==> src/rtl/rr_mux_select_stage.sv <==
// rr_mux_select_stage
// Round-robin arbiter over four requesting channels feeding a one-entry
// registered output stage. The registered winner index drives the select
// lines of a downstream 2-level 2:1 mux tree (out_sel[1] = root select,
// out_sel[0] = leaf selects).
//
// Ports:
//   clk        - clock, rising edge
//   rst        - asynchronous active-high reset
//   req_valid  - per-channel request (bit i = channel i has a word)
//   req_ready  - per-channel accept strobe, at most one bit high
//   req_data0..req_data3 - per-channel data
//   out_valid  - output register holds a word
//   out_ready  - downstream accepts the word
//   out_data   - registered data of the granted channel
//   out_sel    - registered index of the granted channel
module rr_mux_select_stage #(
    parameter int unsigned WIDTH = 1
) (
    input  logic             clk,
    input  logic             rst,
    input  logic [3:0]       req_valid,
    output logic [3:0]       req_ready,
    input  logic [WIDTH-1:0] req_data0,
    input  logic [WIDTH-1:0] req_data1,
    input  logic [WIDTH-1:0] req_data2,
    input  logic [WIDTH-1:0] req_data3,
    output logic             out_valid,
    input  logic             out_ready,
    output logic [WIDTH-1:0] out_data,
    output logic [1:0]       out_sel
);

    logic [1:0]       ptr_q;
    logic             valid_q;
    logic [WIDTH-1:0] data_q;
    logic [1:0]       sel_q;

    logic             load;
    logic             grant_found;
    logic [1:0]       grant_idx;
    logic [1:0]       cand;
    logic [WIDTH-1:0] grant_data;

    // Register is empty or being drained this cycle.
    assign load = !valid_q || out_ready;

    // Search ptr, ptr+1, ptr+2, ptr+3 with natural 2-bit wrap.
    always_comb begin
        grant_found = 1'b0;
        grant_idx   = 2'd0;
        cand        = 2'd0;
        for (int k = 0; k < 4; k++) begin
            cand = ptr_q + 2'(k);
            if (!grant_found && req_valid[cand]) begin
                grant_found = 1'b1;
                grant_idx   = cand;
            end
        end
    end

    always_comb begin
        grant_data = req_data0;
        unique case (grant_idx)
            2'd0: grant_data = req_data0;
            2'd1: grant_data = req_data1;
            2'd2: grant_data = req_data2;
            2'd3: grant_data = req_data3;
            default: grant_data = req_data0;
        endcase
    end

    // Strobes are forced low while reset is held so nothing is consumed.
    always_comb begin
        req_ready = 4'b0000;
        if (!rst && load && grant_found) begin
            req_ready[grant_idx] = 1'b1;
        end
    end

    always_ff @(posedge clk or posedge rst) begin
        if (rst) begin
            ptr_q   <= 2'd0;
            valid_q <= 1'b0;
            data_q  <= '0;
            sel_q   <= 2'd0;
        end else if (load) begin
            if (grant_found) begin
                valid_q <= 1'b1;
                data_q  <= grant_data;
                sel_q   <= grant_idx;
                ptr_q   <= grant_idx + 2'd1;
            end else begin
                // Drain with nothing to replace it; data/sel keep last values.
                valid_q <= 1'b0;
            end
        end
    end

    assign out_valid = valid_q;
    assign out_data  = data_q;
    assign out_sel   = sel_q;

endmodule

==> config.mk <==
export PLATFORM = sky130hd
export DESIGN_NAME = rr_mux_select_stage
export DESIGN_NICKNAME = d
export VERILOG_FILES = /design/src/rtl/rr_mux_select_stage.sv
export SDC_FILE = /design/constraint.sdc
export NUM_CORES = 1
export LEC_CHECK = 0
export ABC_CLOCK_PERIOD_IN_PS = 4600
export BUFFER_PORTS_ARGS = -buffer_cell sky130_fd_sc_hd__buf_2
export CORE_MARGIN = 3
export CORE_UTILIZATION = 35
export DETAILED_ROUTE_END_ITERATION = 7
export GPL_TIMING_DRIVEN = 0
export PLACE_DENSITY = 0.65
export SYNTH_ARGS = -nofsm -noshare
export SYNTH_HDL_FRONTEND = slang
export SYNTH_SLANG_ARGS = --single-unit
==> constraint.sdc <==
create_clock -name clk -period 4.6 [get_ports clk]
set_input_delay 1.38 -clock clk [delete_from_list [all_inputs] [get_ports clk]]
set_output_delay 1.38 -clock clk [all_outputs]
set_load 0.01 [all_outputs]
==> impl_results.md, run 1 <==
- Status: finished clean
- Tot GR Track Use: 12.4%
- Layout Nets: 88
- FF-to-FF path depth: 7
- Resize count post-CTS: 0
- TritonRoute pass-1 iters: 4
- Power share of the sequential group: 34.3%
- MaxCap Viol Count: 0
- TritonCTS clock tree: built
- Final Power: 0.245 mW
- Worst R2R End: out_data$_DFFE_PP0P_
- Die area: 1810 µm²
- Share of total power in combinational logic: 46.3%
- Buffers on Ports: 18
- Initial antenna violation count: 0
- Area Growth Syn to Fin: 27.8%
- Number of synthesized flops with an enable pin: 0
- # rows: 12
- HP Class: register to register
- Yosys warnings: 0
- Setup violators final: 0
- Clock group share of total power: 19.3%
- Sw Ratio: 36.7%
- Mean Syn Cell Area: 9.36 µm²
- Internal power: 0.155 mW
- Period minus WS final: 4230 ps
- Final instance area: 598 µm²
- Initial core utilization: 39.5%
- Critical path startpoint category: input pin
- Vias per cell: 5.22
- Setup_tns: 0 ps
- Worst Hold Depth: 1
- Gr ovfl total: 0
- Reg2reg setup slack: 2390 ps
- Die Span Y: 42.6 µm
- # diodes: 0
- Critical Path AT: 2850 ps
- Worst-Margin Slew: 445 ps
- Final Hold Violating Endpoints: 0
- Critical path class: input pin to output pin
- GP Congestion: 0.805
- Static leakage: 0.310 nW
- WHS Endpoint: out_data$_DFFE_PP0P_
- Worst slew margin: 70.1%
- Drt wl/cell: 11.9 µm
- Register area share after synthesis: 32.1%
- Placed cell areas: 576 µm²
- Clock buffer depth: 2
- Worst Path Required: 3220 ps
- WL final: 1010 µm
- Synth top area cells: dfrtp_1, ha_1, and3_1, nand2b_1, o21ai_0
- Post-CTS Hold Buffers: 0
- Routed Antenna Nets: 0
- R2r startpoint: ptr_q[1]$_DFFE_PP0P_
- Synthesized cell area: 468 µm²
- Root Buffer: clkbuf_4
- I/O Pins: 19
- Fmax achieved: 0.236 GHz
- Die width: 42.6 µm
- Cell Chain, Critical Path: buf_2, nand2b_1, a21oi_1, or4_1, ha_1, and3_1, buf_2
- Max rail drop VDD: 0.189 mV
- Core ar.: 1190 µm²
- Remaining DRCs: 0
- Fraction of layout cells with a size suffix above 1: 33.8%
- P_sw: 0.0900 mW
- PwrDens: 409 nW/µm²
- Final period util: 92.0%
- Mapped Cells: 50
- Clk_lat worst skew: 240 ps
- Crit path max fanout: 5
- Top cell type's share of synthesized area: 32.1%
- Post-CTS repair timing setup buffer count: 0
- Number of clock sinks: 6
- First-pass GRT wire length: 1700 µm
- DRT iter0 DRCs: 12
- CP Capture Type: output pin
- Via Count: 444
- Main synth FF type: dfrtp_1
- Skew final: 4.99 ps
- Yosys cell types: 23
- Yosys top cell by area: dfrtp_1
- Largest net degree at the start of global routing: 11
- FF+latch count, synth: 6
- HP Start: out_data$_DFFE_PP0P_
- Inserted Clock Buffers: 3
- Syn Nets: 65
- Crit-path most repeated cell: buf_2
- RSZ-0062 raised after global routing: false
- Slew Limit Fails: 0
- Vias in the first global route: 425
- Ys async rst share: 100%
- Slowest cell on crit path: or4_1
- Clk pin slew, worst setup/hold paths: 40 ps
- Dpl hpwl: 817 µm
- Worst path max stage delay: 580 ps
- CTS H-tree depth: 1
==> through the flow <==
step           hold WS [ps]  utilization (%)  instances  setup WS [ps]
2_1_floorplan           552                -         50            716
3_3_place_gp            494             48.5         82            383
3_5_place_dp            495             48.5         82            367
4_1_cts                 509             50.4         85            365
5_1_grt                 520             50.4         85            291
6_report                504             50.4         85            366
==> power groups by stage <==
stage	Sequential [mW]	Combinational (mW)	Clock [mW]
floorplan	0.0878	0.0757	0
global placement	0.0847	0.114	0
detailed placement	0.0851	0.114	0
CTS	0.0843	0.115	0.0506
global route	0.0871	0.129	0.0555
finish	0.0841	0.113	0.0473
==> critical path, delay by kind of cell <==
| kind | cells | cell delay, ps |
|---|---|---|
| and+or+nand+nor | 3 | 860 |
| adders and majority gates | 1 | 230 |
| AOI/OAI and AO/OA | 1 | 120 |
| buffers and inverters | 2 | 270 |
==> metal layers <==
layer	vias to the layer above	track usage, %	part of all wire, %
met3	2	3.86	6.0
met4	0	7.45	0.69
li1	229	-	-
met1	195	16.0	49
met2	18	17.6	44
met5	-	0	0
==> placed cells by master (no fill, tap or decap), types with 2 or more instances in the layout <==
| cell type | netlist | final |
|---|---|---|
| nand2_1 | 2 | 2 |
| mux2i_1 | 2 | 2 |
| buf_2 | 0 | 18 |
| ha_1 | 4 | 4 |
| o21ai_0 | 5 | 5 |
| a21oi_1 | 2 | 2 |
| and3_1 | 4 | 4 |
| clkbuf_4 | 0 | 3 |
| dfrtp_1 | 6 | 6 |
| nor2_1 | 2 | 2 |
| inv_1 | 4 | 4 |
| nor2b_1 | 2 | 2 |
| nand2b_1 | 4 | 4 |
| o31ai_1 | 2 | 2 |
==> area by class of cell <==
type	count	area, µm²
Clock buffer	3	22.5
Timing Repair Buffer	18	90.1
Tap cell	14	17.5
Fill cell	117	588
Inverter	4	15.0
Multi-Input combinational cell	40	303
Sequential cell	6	150
==> logic make-up (layout without fill, tap and decap cells) <==
family	count (synthesis)	after routing	share of synthesized area (%)
buf+inv	4	25	3.21
mux	3	3	7.49
compound gates	13	13	18.2
flops	6	6	32.1
simple gates	20	20	28.3
fa+ha+maj	4	4	10.7
==> how the worst max path moves through the flow <==
| stage | endpoint | slack (ps) | cells past startpoint | from |
|---|---|---|---|---|
| finish | req_ready[0] | 370 | 7 | req_valid[1] |
| global route | req_ready[0] | 290 | 7 | req_valid[1] |
| CTS | req_ready[0] | 360 | 7 | req_valid[1] |
| detailed placement | req_ready[0] | 370 | 7 | req_valid[1] |
| global placement | req_ready[0] | 380 | 7 | req_valid[1] |
| floorplan | req_ready[0] | 720 | 5 | req_valid[1] |
==> sequential cells by signal, summed over array words and instances (netlist names) <==
register and flops:
out_valid 1, ptr_q 2, out_sel 2, out_data 1
==> synth_stat cells (2+ instances only) <==
cell type  n
dfrtp_1    6
inv_1      4
nand2b_1   4
o21ai_0    5
nor2_1     2
o31ai_1    2
nor2b_1    2
ha_1       4
and3_1     4
mux2i_1    2
a21oi_1    2
nand2_1    2
Power figures use the tool's default switching activity.
==> inputs of run 2 (changes only) <==
--- a/config.mk
+++ b/config.mk
@@ -5,13 +5,13 @@
 export SDC_FILE = /design/constraint.sdc
 export NUM_CORES = 1
 export LEC_CHECK = 0
-export ABC_CLOCK_PERIOD_IN_PS = 4600
+export ABC_CLOCK_PERIOD_IN_PS = 3700
 export BUFFER_PORTS_ARGS = -buffer_cell sky130_fd_sc_hd__buf_2
 export CORE_MARGIN = 3
 export CORE_UTILIZATION = 35
 export DETAILED_ROUTE_END_ITERATION = 7
 export GPL_TIMING_DRIVEN = 0
-export PLACE_DENSITY = 0.65
+export PLACE_DENSITY = 0.74
 export SYNTH_ARGS = -nofsm -noshare
 export SYNTH_HDL_FRONTEND = slang
 export SYNTH_SLANG_ARGS = --single-unit
==> constraint.sdc (replaced) <==
create_clock -name clk -period 3.7 [get_ports clk]
set_input_delay 1.11 -clock clk [delete_from_list [all_inputs] [get_ports clk]]
set_output_delay 1.11 -clock clk [all_outputs]
set_load 0.01 [all_outputs]
==> run 2 against run 1 <==
Net effect: non-clock buffer count unchanged; routed wire length increased by 8.9%; global-route usage is 0.69 points higher; sequential share of layout area is 0.56 points lower; clock power rose by 26%; first-iteration DRC count increased by 92%; design area grew 2.3%; worst hold slack improved by 24 ps.
==> impl_results.md, run 2 (synthesis results as in run 1) <==
- Sw Ratio: 37.8% (+1.1 points)
- Worst R2R End: out_data$_DFFE_PP0P_
- CP Launch Point: req_valid[1]
- Inserted Clock Buffers: 3 (unchanged)
- FF-to-FF path depth: 7 (unchanged)
- First-pass GRT wire length: 1750 µm (+2.8%)
- Clk pin slew, worst setup/hold paths: 40 ps (about the same)
- Period minus WS final: 3620 ps
- Final Hold Violating Endpoints: 0 (unchanged)
- Die area: 1810 µm² (unchanged)
- CTS H-tree depth: 1 (unchanged)
- Static leakage: 0.308 nW (-0.66%)
- P_sw: 0.122 mW (+35%)
- DRT iter0 DRCs: 23 (+11)
- Post-CTS Hold Buffers: 0 (unchanged)
- Max rail drop VDD: 0.213 mV (+13%)
- Setup violators final: 0 (unchanged)
- Routed Antenna Nets: 0 (unchanged)
- R2r startpoint: ptr_q[1]$_DFFE_PP0P_
- Resize count post-CTS: 0 (unchanged)
- CP Capture Type: output pin
- Status: finished clean
- Root Buffer: clkbuf_4
- Critical path startpoint category: input pin
- Gr ovfl total: 0 (unchanged)
- Die Span Y: 42.6 µm (unchanged)
- Crit path max fanout: 5 (unchanged)
- Slowest cell on crit path: or4_4
- Tot GR Track Use: 13.1% (+0.69 points)
- Final instance area: 612 µm² (+2.3%)
- Power share of the sequential group: 33.2% (-1.1 points)
- Clock buffer depth: 2 (unchanged)
- Buffers on Ports: 18 (unchanged)
- Share of total power in combinational logic: 48.3% (+2.0 points)
- Fraction of layout cells with a size suffix above 1: 39.4% (+5.6 points)
- Reg2reg setup slack: 1460 ps (-930 ps)
- HP Class: register to register
- # rows: 12 (unchanged)
- Post-CTS repair timing setup buffer count: 0 (unchanged)
- Crit-path most repeated cell: buf_2
- Remaining DRCs: 0 (unchanged)
- I/O Pins: 19 (unchanged)
- Final period util: 97.8%
- Critical path class: input pin to output pin
- Die width: 42.6 µm (unchanged)
- Worst-Margin Slew: 482 ps (+36.5 ps)
- Most frequent cells in the layout: buf_2, dfrtp_1, o21ai_0
- GP Congestion: 0.767 (-4.7%)
- MaxCap Viol Count: 0 (unchanged)
- Worst slew margin: 67.9% (-2.2 points)
- TritonRoute pass-1 iters: 4 (unchanged)
- Crit path to: req_ready[2]
- Initial antenna violation count: 0 (unchanged)
- Clk_lat worst skew: 240 ps (about the same)
- Area Growth Syn to Fin: 30.7%
- Clock group share of total power: 18.5% (-0.8 points)
- Worst Path Required: 2590 ps (-630 ps)
- Worst path max stage delay: 540 ps (-40 ps)
- Most common cell after layout, fill and taps aside: buf_2
- Number of clock sinks: 6 (unchanged)
- Slew Limit Fails: 0 (unchanged)
- Cells after DPL: 82 (unchanged)
- Placed cell areas: 576 µm² (unchanged)
- # diodes: 0 (unchanged)
- Vias per cell: 5.34 (+2.3%)
- Fmax achieved: 0.276 GHz
- Setup_tns: 0 ps (unchanged)
- Vias in the first global route: 397 (-6.6%)
- Largest net degree at the start of global routing: 11 (unchanged)
- Initial core utilization: 39.5% (unchanged)
- Via Count: 454 (+2.3%)
- Core ar.: 1190 µm² (unchanged)
- Internal power: 0.201 mW (+29%)
- TritonCTS clock tree: built
- Critical Path AT: 2510 ps (-340 ps)
- PwrDens: 527 nW/µm² (+29%)
- Layout Nets: 88 (unchanged)
- Cell Chain, Critical Path: buf_2, nand2b_1, a21oi_2, or4_4, ha_1, and3_1, buf_2
- Final non-filler cell total: 85 (unchanged)
- Drt wl/cell: 13.0 µm (+8.9%)
- Skew final: 3.50 ps (-1.49 ps)
- WL final: 1100 µm (+8.9%)
- Dpl hpwl: 890 µm (+9.0%)
[run 2: metal layers]
metal,vias to the layer above,part of all wire [%],track usage [%]
li1,225,-,-
met2,22,49,21.6
met5,-,0,0
met1,205,43,14.9
met3,2,7.1,4.29
met4,0,1.2,6.21
[run 2: worst max-delay path: cells and delay by family]
kind / cells / cell delay (ps)
AOI/OAI and AO/OA: 1 / 90
adders and majority gates: 1 / 210
buffers and inverters: 2 / 280
and+or+nand+nor: 3 / 820
[run 2: worst min-delay path by stage]
stage,slack [ps],depth (start not counted),start,end
finish,530,2,out_valid$_DFFE_PP0N_,out_valid$_DFFE_PP0N_
global route,550,2,out_valid$_DFFE_PP0N_,out_valid$_DFFE_PP0N_
CTS,530,2,out_valid$_DFFE_PP0N_,out_valid$_DFFE_PP0N_
detailed placement,500,2,out_sel[0]$_DFFE_PP0P_,out_sel[0]$_DFFE_PP0P_
global placement,490,1,out_data$_DFFE_PP0P_,out_data$_DFFE_PP0P_
floorplan,550,2,out_valid$_DFFE_PP0N_,out_valid$_DFFE_PP0N_
[run 2: power groups by stage]
stage,combinational [mW],sequential [mW],clock [mW]
2_1_floorplan,0.0941,0.109,0
6_report,0.156,0.107,0.0596
3_3_place_gp,0.140,0.105,0
3_5_place_dp,0.146,0.107,0
5_1_grt,0.174,0.111,0.0669
4_1_cts,0.147,0.106,0.0625
[run 2: stage by stage]
stage               utilization (%)  total power [mW]  setup slack (ps)  hold WS (ps)
floorplan                         -             0.203               356           552
global placement               48.5             0.245              34.8           494
detailed placement             48.5             0.253              3.46           505
CTS                            50.4             0.316             0.844           527
global route                   51.6             0.351             -4.09           545
finish                         51.6             0.322              80.4           528
[run 2: cell type report]
class                           instances  area (µm²)
Sequential cell                         6         150
Fill cell                             117         574
Multi-Input combinational cell         40         317
Inverter                                4        15.0
Timing Repair Buffer                   18        90.1
Tap cell                               14        17.5
Clock buffer                            3        22.5
